===== src/rtl/mem_arbiter.sv =====
// Round-robin arbiter sharing one single-port memory between a fetch port (0) and a
// load/store port (1); one access in flight, registered memory controls, one-cycle ack.
module mem_arbiter #(
   parameter int unsigned DATA_WIDTH = 32,
   parameter int unsigned ADDR_WIDTH = 12,
   parameter int unsigned RD_LAT     = 2
) (
   input  logic                  clk,
   input  logic                  rst,
   input  logic                  p0_req,
   input  logic                  p0_we,
   input  logic [ADDR_WIDTH-1:0] p0_addr,
   input  logic [DATA_WIDTH-1:0] p0_wdata,
   output logic                  p0_ack,
   output logic [DATA_WIDTH-1:0] p0_rdata,
   input  logic                  p1_req,
   input  logic                  p1_we,
   input  logic [ADDR_WIDTH-1:0] p1_addr,
   input  logic [DATA_WIDTH-1:0] p1_wdata,
   output logic                  p1_ack,
   output logic [DATA_WIDTH-1:0] p1_rdata,
   output logic                  mem_req,
   output logic                  mem_rd_wr_bar,
   output logic [ADDR_WIDTH-1:0] mem_address,
   output logic [DATA_WIDTH-1:0] mem_data_in,
   input  logic [DATA_WIDTH-1:0] mem_data_out,
   output logic                  busy
);

   typedef enum logic [1:0] {StIdle, StAccess, StDone} state_e;

   localparam logic [3:0] LatInit = 4'(RD_LAT - 1);

   state_e                  state_q, state_d;
   logic                    gnt_q, gnt_d;
   logic                    last_gnt_q, last_gnt_d;
   logic [3:0]              lat_cnt_q, lat_cnt_d;
   logic                    mem_req_q, mem_req_d;
   logic                    mem_rd_wr_bar_q, mem_rd_wr_bar_d;
   logic [ADDR_WIDTH-1:0]   mem_address_q, mem_address_d;
   logic [DATA_WIDTH-1:0]   mem_data_in_q, mem_data_in_d;
   logic                    p0_ack_q, p0_ack_d;
   logic                    p1_ack_q, p1_ack_d;
   logic [DATA_WIDTH-1:0]   p0_rdata_q, p0_rdata_d;
   logic [DATA_WIDTH-1:0]   p1_rdata_q, p1_rdata_d;
   logic                    busy_q, busy_d;
   logic                    sel;
   logic                    sel_we;

   always_comb begin
      state_d         = state_q;
      gnt_d           = gnt_q;
      last_gnt_d      = last_gnt_q;
      lat_cnt_d       = lat_cnt_q;
      mem_req_d       = mem_req_q;
      mem_rd_wr_bar_d = mem_rd_wr_bar_q;
      mem_address_d   = mem_address_q;
      mem_data_in_d   = mem_data_in_q;
      p0_ack_d        = 1'b0;
      p1_ack_d        = 1'b0;
      p0_rdata_d      = p0_rdata_q;
      p1_rdata_d      = p1_rdata_q;
      sel             = 1'b0;
      sel_we          = 1'b0;

      case (state_q)
         StIdle: begin
            if (p0_req || p1_req) begin
               // On a tie the port that did not win last time goes first.
               sel             = (p0_req && p1_req) ? ~last_gnt_q : p1_req;
               sel_we          = sel ? p1_we : p0_we;
               gnt_d           = sel;
               last_gnt_d      = sel;
               mem_address_d   = sel ? p1_addr : p0_addr;
               mem_data_in_d   = sel ? p1_wdata : p0_wdata;
               mem_req_d       = 1'b1;
               mem_rd_wr_bar_d = ~sel_we;
               lat_cnt_d       = sel_we ? 4'd0 : LatInit;
               state_d         = StAccess;
            end
         end
         StAccess: begin
            if (!mem_rd_wr_bar_q || (lat_cnt_q == 4'd0)) begin
               state_d         = StDone;
               mem_req_d       = 1'b0;
               mem_rd_wr_bar_d = 1'b1;
               if (mem_rd_wr_bar_q) begin
                  if (gnt_q) p1_rdata_d = mem_data_out;
                  else       p0_rdata_d = mem_data_out;
               end
               if (gnt_q) p1_ack_d = 1'b1;
               else       p0_ack_d = 1'b1;
            end else begin
               lat_cnt_d = lat_cnt_q - 4'd1;
            end
         end
         StDone:  state_d = StIdle;
         default: state_d = StIdle;
      endcase

      busy_d = (state_d != StIdle);
   end

   always_ff @(posedge clk) begin
      if (rst) begin
         state_q         <= StIdle;
         gnt_q           <= 1'b0;
         last_gnt_q      <= 1'b1;
         lat_cnt_q       <= 4'd0;
         mem_req_q       <= 1'b0;
         mem_rd_wr_bar_q <= 1'b1;
         mem_address_q   <= '0;
         mem_data_in_q   <= '0;
         p0_ack_q        <= 1'b0;
         p1_ack_q        <= 1'b0;
         p0_rdata_q      <= '0;
         p1_rdata_q      <= '0;
         busy_q          <= 1'b0;
      end else begin
         state_q         <= state_d;
         gnt_q           <= gnt_d;
         last_gnt_q      <= last_gnt_d;
         lat_cnt_q       <= lat_cnt_d;
         mem_req_q       <= mem_req_d;
         mem_rd_wr_bar_q <= mem_rd_wr_bar_d;
         mem_address_q   <= mem_address_d;
         mem_data_in_q   <= mem_data_in_d;
         p0_ack_q        <= p0_ack_d;
         p1_ack_q        <= p1_ack_d;
         p0_rdata_q      <= p0_rdata_d;
         p1_rdata_q      <= p1_rdata_d;
         busy_q          <= busy_d;
      end
   end

   assign mem_req       = mem_req_q;
   assign mem_rd_wr_bar = mem_rd_wr_bar_q;
   assign mem_address   = mem_address_q;
   assign mem_data_in   = mem_data_in_q;
   assign p0_ack        = p0_ack_q;
   assign p1_ack        = p1_ack_q;
   assign p0_rdata      = p0_rdata_q;
   assign p1_rdata      = p1_rdata_q;
   assign busy          = busy_q;

endmodule


===== config.mk =====
export PLATFORM = sky130hd
export DESIGN_NAME = mem_arbiter
export DESIGN_NICKNAME = d
export VERILOG_FILES = /design/src/rtl/mem_arbiter.sv
export SDC_FILE = /design/constraint.sdc
export NUM_CORES = 1
export LEC_CHECK = 0
export BUFFER_PORTS_ARGS = -buffer_cell sky130_fd_sc_hd__buf_2
export CAP_MARGIN = 20
export CORE_ASPECT_RATIO = 1.75
export CORE_UTILIZATION = 30
export CTS_CLUSTER_SIZE = 40
export DETAILED_ROUTE_END_ITERATION = 10
export PLACE_DENSITY = 0.65
export SYNTH_ARGS = -nofsm -noshare
export SYNTH_HDL_FRONTEND = slang
export SYNTH_SLANG_ARGS = --single-unit

===== constraint.sdc =====
create_clock -name clk -period 2.35 [get_ports clk]
set_input_delay 0.3525 -clock clk [delete_from_list [all_inputs] [get_ports clk]]
set_output_delay 0.3525 -clock clk [all_outputs]
set_load 0.01 [all_outputs]

Yosys cells after proc, flatten, opt, wreduce, memory -nomap -nowiden
Index checks and enable logic that the tools add are counted.

word-level totals
  output and inout port bits = 113
  register bits after elaboration = 121
  input port bits = 126

cells by class
  mux-type cells = 19
  equal/unequal tests = 4
  bitwise operators = 5
  reductions and logical operators = 14
  add/subtract/negate cells = 1

operators with widths
  operator               count
  $mux W32               1
  $mux W12               1
  $mux W1                9
  $mux W4                2
  $pmux W4 S2            1
  $reduce_and A4 Y1      2
  $ne A2 B2 Y1 const B   3
  $reduce_and A3 Y1      2
  $not A1 Y1             5
  $logic_not A4 Y1       1
  $mux W2                2
  $pmux W1 S2            2
  $pmux W2 S2            1
  $reduce_bool A2 Y1     2
  $sub A4 B1 Y4 const B  1
  $reduce_or A3 Y1       1
  $eq A2 B1 Y1 const B   1
  $logic_not A2 Y1       1
  $logic_or A1 B1 Y1     2
  $reduce_and A2 Y1      1
  $logic_and A1 B1 Y1    1
  $logic_not A1 Y1       1

Longest topological paths before layout
Gate-level depths: netlist (run 1).

  depth in word-level cells = 6
  gate-level depth with buffers = 8
  depth with buffers taken out = 6

Least setup slack after synthesis (run 1)
Ideal clock, no wire load.

  path kind = reg-to-reg
  start point = register lat_cnt_q[0]
  end point = register p0_rdata_q[10] (netlist: p0_rdata[10])
  period minus slack after synthesis = 1.770 ns
  buffers on the path = 2
  slack = 0.580 ns
  arrival time = 1.638 ns
  stages on the path, launching flop included = 9
  cell sequence = dfxtp_1 inv_1 ha_1 or3b_4 or3_1 buf_2 buf_6 nand2_1 a21oi_1

between the ends
  longest elaborated chain between the ends = 3

RTL lines
  element                      line  RTL
  start, declared              37    logic [3:0] lat_cnt_q, lat_cnt_d;
  start signal, assigned       123   lat_cnt_q <= lat_cnt_d;
  $logic_not A4 Y1             83    if (!mem_rd_wr_bar_q || (lat_cnt_q == 4'd0)) begin
  $logic_or A1 B1 Y1           83
  $reduce_and A4 Y1 (no line)  --
  end signal, assigned         130   p0_rdata_q <= p0_rdata_d;
  end, declared                44    logic [DATA_WIDTH-1:0] p0_rdata_q, p0_rdata_d;

No other way between the ends.
A chain may end at the register's enable or synchronous reset.

Worst setup path after layout (run 1)
  start point = register lat_cnt_q[0]
  end point = register p0_rdata_q[27] (netlist: p0_rdata[27])

The elaborated chain is that of the path after synthesis.

==> flow_metrics.py, run 1 <==
metrics = {
    "run_status": {
        "status": "finished clean",
    },
    "cts": {
        "htree_num_levels": 4,
        "cts_sinks": 121,
        "clockBufferDepth": 2,
        "cts_made_buffers": 17,
        "ctsResizeCount": 0,
        "cts_hold_buffers": 0,
        "tritoncts": "yes",
        "clock_latency_ns": 0.40,
        "clockRootBuffer": "clkbuf_16",
        "post_cts_buffers": 0,
        "path_clk_slew_ns": 0.06,
    },
    "critical_path": {
        "critical_path_class": "flip-flop to flip-flop",
        "slowest_delay_ns": 0.41,
        "crit_required_ns": 2.62,
        "worstSetupEndpointType": "flip-flop",
        "crit_chain": "inv_1, ha_1, or3b_4, or3_1, buf_4, nand2_1, a21oi_1",
        "cp_max_fo": 32,
        "crit_family": "simple AND/OR/NAND/NOR gates",
        "path_buf_inv": 2,
        "cp.arrival_ns": 2.15,
        "cp-start-kind": "flip-flop",
        "slowest_stage": "or3b_4",
    },
    "synth": {
        "synth_area_um2": 4678,
        "synth_seq_area_share": 0.5178,
        "synth_cell_types": 30,
        "synth_cells": 537,
        "synth_edf_count": 0,
        "synth-seq-cells": 121,
        "synthArstFlopShare": 0,
        "synth.avg_cell_area_um2": 8.712,
        "yosys_warnings": 0,
        "ys.flop_type": "dfxtp_1",
        "syn_nets": 665,
    },
    "routing": {
        "vias_per_cell": 4.618,
        "postRouteAntennaNets": 0,
        "dr.pass1.iters": 4,
        "drc_errors": 0,
        "wl_per_cell_um": 12.85,
        "drt_iter0_markers": 142,
        "num_vias": 4452,
        "totalWireLength_um": 12390,
    },
    "floorplanning": {
        "die-area_um2": 16120,
        "start_util": 0.3055,
        "die_y_um": 167.2,
        "die_x_um": 96.40,
        "core_um2": 15310,
        "io_pins": 239,
        "rows": 60,
    },
    "timing": {
        "tns_ns": 0,
        "report.final.hold_viol_count": 0,
        "fmaxAchievable_mhz": 534.2,
        "tightest_slew_ns": 0.5520,
        "slew_violations": 0,
        "rsz0062_at_grt": "false",
        "period_needed_ns": 1.872,
        "post-route-period-util": 0.7965,
        "slew_headroom": 0.6308,
        "setup_viol": 0,
        "skew_ns": 0.01262,
    },
    "finish": {
        "fillCellCount": 1580,
        "multi_input_area_um2": 2063,
        "final_area_um2": 6568,
        "final_nets": 892,
        "area_growth_pct": 40.39,
        "drive_above_1_share": 0.3668,
        "seqCellArea_um2": 2422,
    },
    "placement": {
        "placed_area_um2": 6035,
        "hpwl_um": 8970,
        "gp_congestion": 0.7620,
        "port_buffers": 238,
    },
    "min_path": {
        "min_path_type": "primary input to flip-flop",
    },
    "power": {
        "ir_drop_mv": 0.3888,
        "powerDensity_nw_per_um2": 869.0,
        "p_leak_nw": 3.013,
    },
    "run": {
        "cap_violations": 0,
    },
    "global_routing": {
        "overflow": 0,
        "grt_pass1_wl_um": 19630,
        "grt_max_degree": 65,
        "grt_pass1_vias": 4213,
        "track_usage": 0.1574,
        "antenna_found_initial": 1,
    },
}
## synth_stat cells, drive strengths merged (4+ instances only)
library cell,instances,area share
a21oi,68,0.073
dfxtp,121,0.52
clkbuf,20,0.016
buf,22,0.028
nand2,131,0.11
a211oi,44,0.071
nor3,8,0.0096
nand3,4,0.0043
nor2,51,0.041
mux2i,47,0.10
## cell type report
cell class                 count  area share
clock inverter                14     0.01543
antenna                        1   0.0003810
timing repair buffer         250      0.1993
tap                          186     0.03544
clock buffer                  18     0.06535
inverter                       2    0.001143
multi-input combinational    372      0.3142
sequential                   121      0.3688
## stage by stage
step | hold WS (ns) | setup slack (ns) | utilization | cells | power [mW]
after floorplan | 0.4317 | 0.5803 | - | 537 | 3.040
after global placement | 0.4384 | 0.5101 | 0.3940 | 931 | 3.451
after detailed placement | 0.4451 | 0.4600 | 0.3940 | 931 | 3.469
after CTS | 0.1771 | 0.4564 | 0.4287 | 963 | 5.819
after global routing | 0.1785 | 0.3248 | 0.4288 | 964 | 6.027
final | 0.1965 | 0.4781 | 0.4288 | 964 | 5.707
## worst paths after layout
check,slack [ns],to,depth (start not counted),startpoint
worst max-delay path,0.48,p0_rdata[27]$_SDFFE_PP0P_,7,lat_cnt_q[0]$_SDFFE_PP0P_
worst min-delay path,0.20,p1_rdata[19]$_SDFFE_PP0P_,3,mem_data_out[19]
worst max register to register,0.48,p0_rdata[27]$_SDFFE_PP0P_,7,lat_cnt_q[0]$_SDFFE_PP0P_
worst min register to register,0.45,p1_rdata[31]$_SDFFE_PP0P_,2,p1_rdata[31]$_SDFFE_PP0P_
## per-layer routing
layer | vias up | track usage | share of wire
li1 | 2285 | - | -
met1 | 2001 | 0.1523 | 0.38
met2 | 147 | 0.2988 | 0.55
met3 | 19 | 0.03906 | 0.047
met4 | 0 | 0.07225 | 0.027
met5 | - | 0 | 0
## state kept, by name (all words and copies together), names as in the netlist, 2 cells and up
register,count
p0_rdata,32
lat_cnt_q,4
mem_address,12
mem_data_in,32
state_q,2
p1_rdata,32
## cells in the final DEF (no fill, tap or decap), drive strengths merged, types with 8 or more instances in the layout
master,synthesis,routed
buf,22,250
nand2,131,131
dfxtp,121,121
a21oi,68,68
nor2,51,51
mux2i,47,47
a211oi,44,44
clkbuf,20,18
nor3,8,8
clkinv,0,8
## logic make-up after synthesis
kind of cell | after synthesis | share of synthesized area
compound gates | 116 | 0.1498
fa+ha+maj | 2 | 0.005348
mux | 47 | 0.1006
buf+inv | 44 | 0.04600
simple gates | 205 | 0.1768
flops | 121 | 0.5178
xor+xnor | 2 | 0.003745
## worst register-to-register path: cells and delay by family (launching register included)
| kind | cells | cell delay (ns) |
|---|---|---|
| AO/OA/AOI/OAI | 1 | 0.06 |
| adder cells (fa/ha/maj) | 1 | 0.15 |
| buffers and inverters | 2 | 0.33 |
| flip-flops | 1 | 0.33 |
| AND/OR/NAND/NOR | 3 | 0.88 |
## where the power goes
part	internal (mW)	switching [mW]
sequential	2.25	0.0991
combinational	0.450	0.601
clock	1.35	0.957
total	4.05	1.66
Power figures use the tool's default switching activity.
==> inputs of run 2 (changes only) <==
--- a/config.mk
+++ b/config.mk
@@ -11,7 +11,7 @@
 export CORE_UTILIZATION = 30
 export CTS_CLUSTER_SIZE = 40
 export DETAILED_ROUTE_END_ITERATION = 10
-export PLACE_DENSITY = 0.65
+export PLACE_DENSITY = 0.67
 export SYNTH_ARGS = -nofsm -noshare
 export SYNTH_HDL_FRONTEND = slang
 export SYNTH_SLANG_ARGS = --single-unit
==> constraint.sdc (replaced) <==
create_clock -name clk -period 1.5 [get_ports clk]
set_input_delay 0.225 -clock clk [delete_from_list [all_inputs] [get_ports clk]]
set_output_delay 0.225 -clock clk [all_outputs]
set_load 0.01 [all_outputs]
==> flow_metrics.py, run 2 (synthesis results as in run 1) <==
metrics = {
    "routing": {
        "dr.pass1.iters": 4,
        "vias_per_cell": 4.696,
        "drt_iter0_markers": 123,
        "postRouteAntennaNets": 0,
        "drc_errors": 0,
        "totalWireLength_um": 14260,
        "routed-wl-met3_um": 508,
        "topRoutingLayerUsed": "met4",
        "wl_per_cell_um": 14.33,
        "drt-met1-wl_um": 5311,
        "route.met2.wl_um": 8005,
        "num_vias": 4673,
    },
    "timing": {
        "tns_ns": -6.696,
        "skew_ns": 0.01354,
        "slew_violations": 0,
        "setup_viol": 41,
        "worst_slack_ns": -0.2112,
        "post-route-period-util": 1.141,
        "tightest_slew_ns": 0.3539,
        "fmaxAchievable_mhz": 584.4,
        "slew_headroom": 0.7632,
        "period_needed_ns": 1.711,
        "rsz0062_at_grt": "true",
        "report.final.hold_viol_count": 0,
    },
    "cts": {
        "clockRootBuffer": "clkbuf_16",
        "path_clk_slew_ns": 0.06,
        "clockBufferDepth": 2,
        "cts_sinks": 121,
        "cts_made_buffers": 17,
        "clock_latency_ns": 0.41,
        "tritoncts": "yes",
        "htree_num_levels": 4,
    },
    "critical_path": {
        "r2r-start": "lat_cnt_q[1]$_SDFFE_PP0P_",
        "slowest_stage": "or3b_4",
        "critical_path_class": "flip-flop to flip-flop",
        "reg2reg_slack_ns": -0.21,
        "cp.arrival_ns": 2.05,
        "cp_common_cell": "buf_6",
        "crit_required_ns": 1.84,
        "r2r_end": "p0_rdata[23]$_SDFFE_PP0P_",
        "slowest_delay_ns": 0.38,
        "cp-endpoint": "p0_rdata[23]$_SDFFE_PP0P_",
        "worstSetupEndpointType": "flip-flop",
        "worstRegToRegCells": 9,
        "critPathLaunch": "lat_cnt_q[1]$_SDFFE_PP0P_",
        "cp-start-kind": "flip-flop",
        "cp_max_fo": 7,
        "crit_chain": "inv_2, ha_4, or3b_4, buf_6, nor3_4, buf_6, buf_6, nand2_1, a21oi_1",
    },
    "finish": {
        "fillCellCount": 1516,
        "n_antenna_cell": 0,
        "final_nets": 924,
        "final_common_cell": "buf_2",
        "area_growth_pct": 54.91,
        "final_cell_mix": "buf_2 (237), nand2_1 (128), dfxtp_1 (117)",
        "stdcell_count": 995,
        "drive_above_1_share": 0.4252,
    },
    "placement": {
        "hpwl_um": 9489,
        "gp_congestion": 0.8328,
        "port_buffers": 238,
        "dpl_worst_slack_ns": -0.2358,
        "dp_cells": 950,
    },
    "power": {
        "share_seq_of_total_power": 0.366,
        "p_clk_frac": 0.421,
        "p_int_mw": 7.217,
        "powerDensity_nw_per_um2": 1392,
        "p_sw_mw": 2.868,
        "combinationalPowerShare": 0.214,
        "p_leak_nw": 3.311,
        "ir_drop_mv": 0.7361,
        "fin_total_pwr_mw": 10.09,
        "swShare": 0.2844,
    },
    "floorplanning": {
        "die_x_um": 96.40,
        "rows": 60,
        "die_y_um": 167.2,
        "io_pins": 239,
        "die-area_um2": 16120,
        "start_util": 0.3055,
        "core_um2": 15310,
    },
    "run_status": {
        "violations": "negative setup slack",
        "status": "complete, but fails checks",
    },
    "global_routing": {
        "antenna_found_initial": 0,
        "track_usage": 0.1715,
        "grt_max_degree": 52,
        "grt_pass1_wl_um": 20990,
        "overflow": 0,
        "grt_pass1_vias": 4271,
    },
    "run": {
        "cap_violations": 0,
    },
    "min_path": {
        "min_path_type": "primary input to flip-flop",
    },
}
## run 2: cell types whose count changed in the layout (fill, tap and decap cells not counted), sizes merged
| cell | delta |
|---|---|
| clkinvlp | -2 |
| inv | +3 |
| clkinv | -3 |
| clkbuf | +2 |
| diode | -1 |
| buf | +29 |
| bufinv | +3 |
## run 2: power by group through the flow
stage          Sequential, mW  Combinational, mW  Clock [mW]
2_1_floorplan            3.89              0.888           0
4_1_cts                  3.68               2.01        4.35
3_5_place_dp             3.75               1.86           0
3_3_place_gp             3.74               1.83           0
6_report                 3.69               2.15        4.24
5_1_grt                  3.73               2.36        4.51
## run 2: worst max-delay path: cells and delay by family (launching register included)
family,cells,cell delay [ns]
AOI/OAI and AO/OA,1,0.13
DFF,1,0.32
and+or+nand+nor,3,0.56
buffers and inverters,4,0.52
adders and majority gates,1,0.12
## run 2: cell type report
cell class / instances / area [um^2] / share of cell area
clock buffer: 17 / 425.4 / 0.05870
clock inverter: 15 / 191.4 / 0.02642
inverter: 2 / 7.507 / 0.001036
multi-input combinational: 372 / 2172 / 0.2997
sequential: 121 / 2427 / 0.3349
tap: 186 / 232.7 / 0.03211
timing repair buffer: 282 / 1790 / 0.2471
## run 2: stage by stage
| stage | hold WS, ns | util | instance area (um^2) |
|---|---|---|---|
| floorplan | 0.3610 | - | 4700 |
| CTS | 0.04166 | 0.4619 | 7074 |
| global route | 0.05574 | 0.4732 | 7247 |
| finish | 0.06219 | 0.4732 | 7247 |
| global placement | 0.4352 | 0.4109 | 6292 |
| detailed placement | 0.4415 | 0.4109 | 6292 |
## run 2: routing by layer
layer	GRT usage	vias to the layer above
li1	-	2358
met1	0.1747	2142
met2	0.3114	150
met3	0.04133	23
met4	0.09015	0
met5	0	-
## run 2: what timing repair did
action,in CTS,in global routing
cloned,4,3
buffers inserted,3,3
resized for setup,23,17
endpoints found under the setup margin,69,98
pin swaps,28,1
hold buffers,0,0
## run 2: how the worst min path moves through the flow
stage	end	cells past startpoint	start	slack, ns
CTS	p1_rdata[19]$_SDFFE_PP0P_	3	mem_data_out[19]	0.04
global placement	p0_rdata[29]$_SDFFE_PP0P_	2	p0_rdata[29]$_SDFFE_PP0P_	0.44
detailed placement	p0_rdata[16]$_SDFFE_PP0P_	2	p0_rdata[16]$_SDFFE_PP0P_	0.44
global route	p1_rdata[26]$_SDFFE_PP0P_	3	mem_data_out[26]	0.06
floorplan	p1_rdata[0]$_SDFFE_PP0P_	2	mem_data_out[0]	0.36
finish	p1_rdata[19]$_SDFFE_PP0P_	3	mem_data_out[19]	0.06
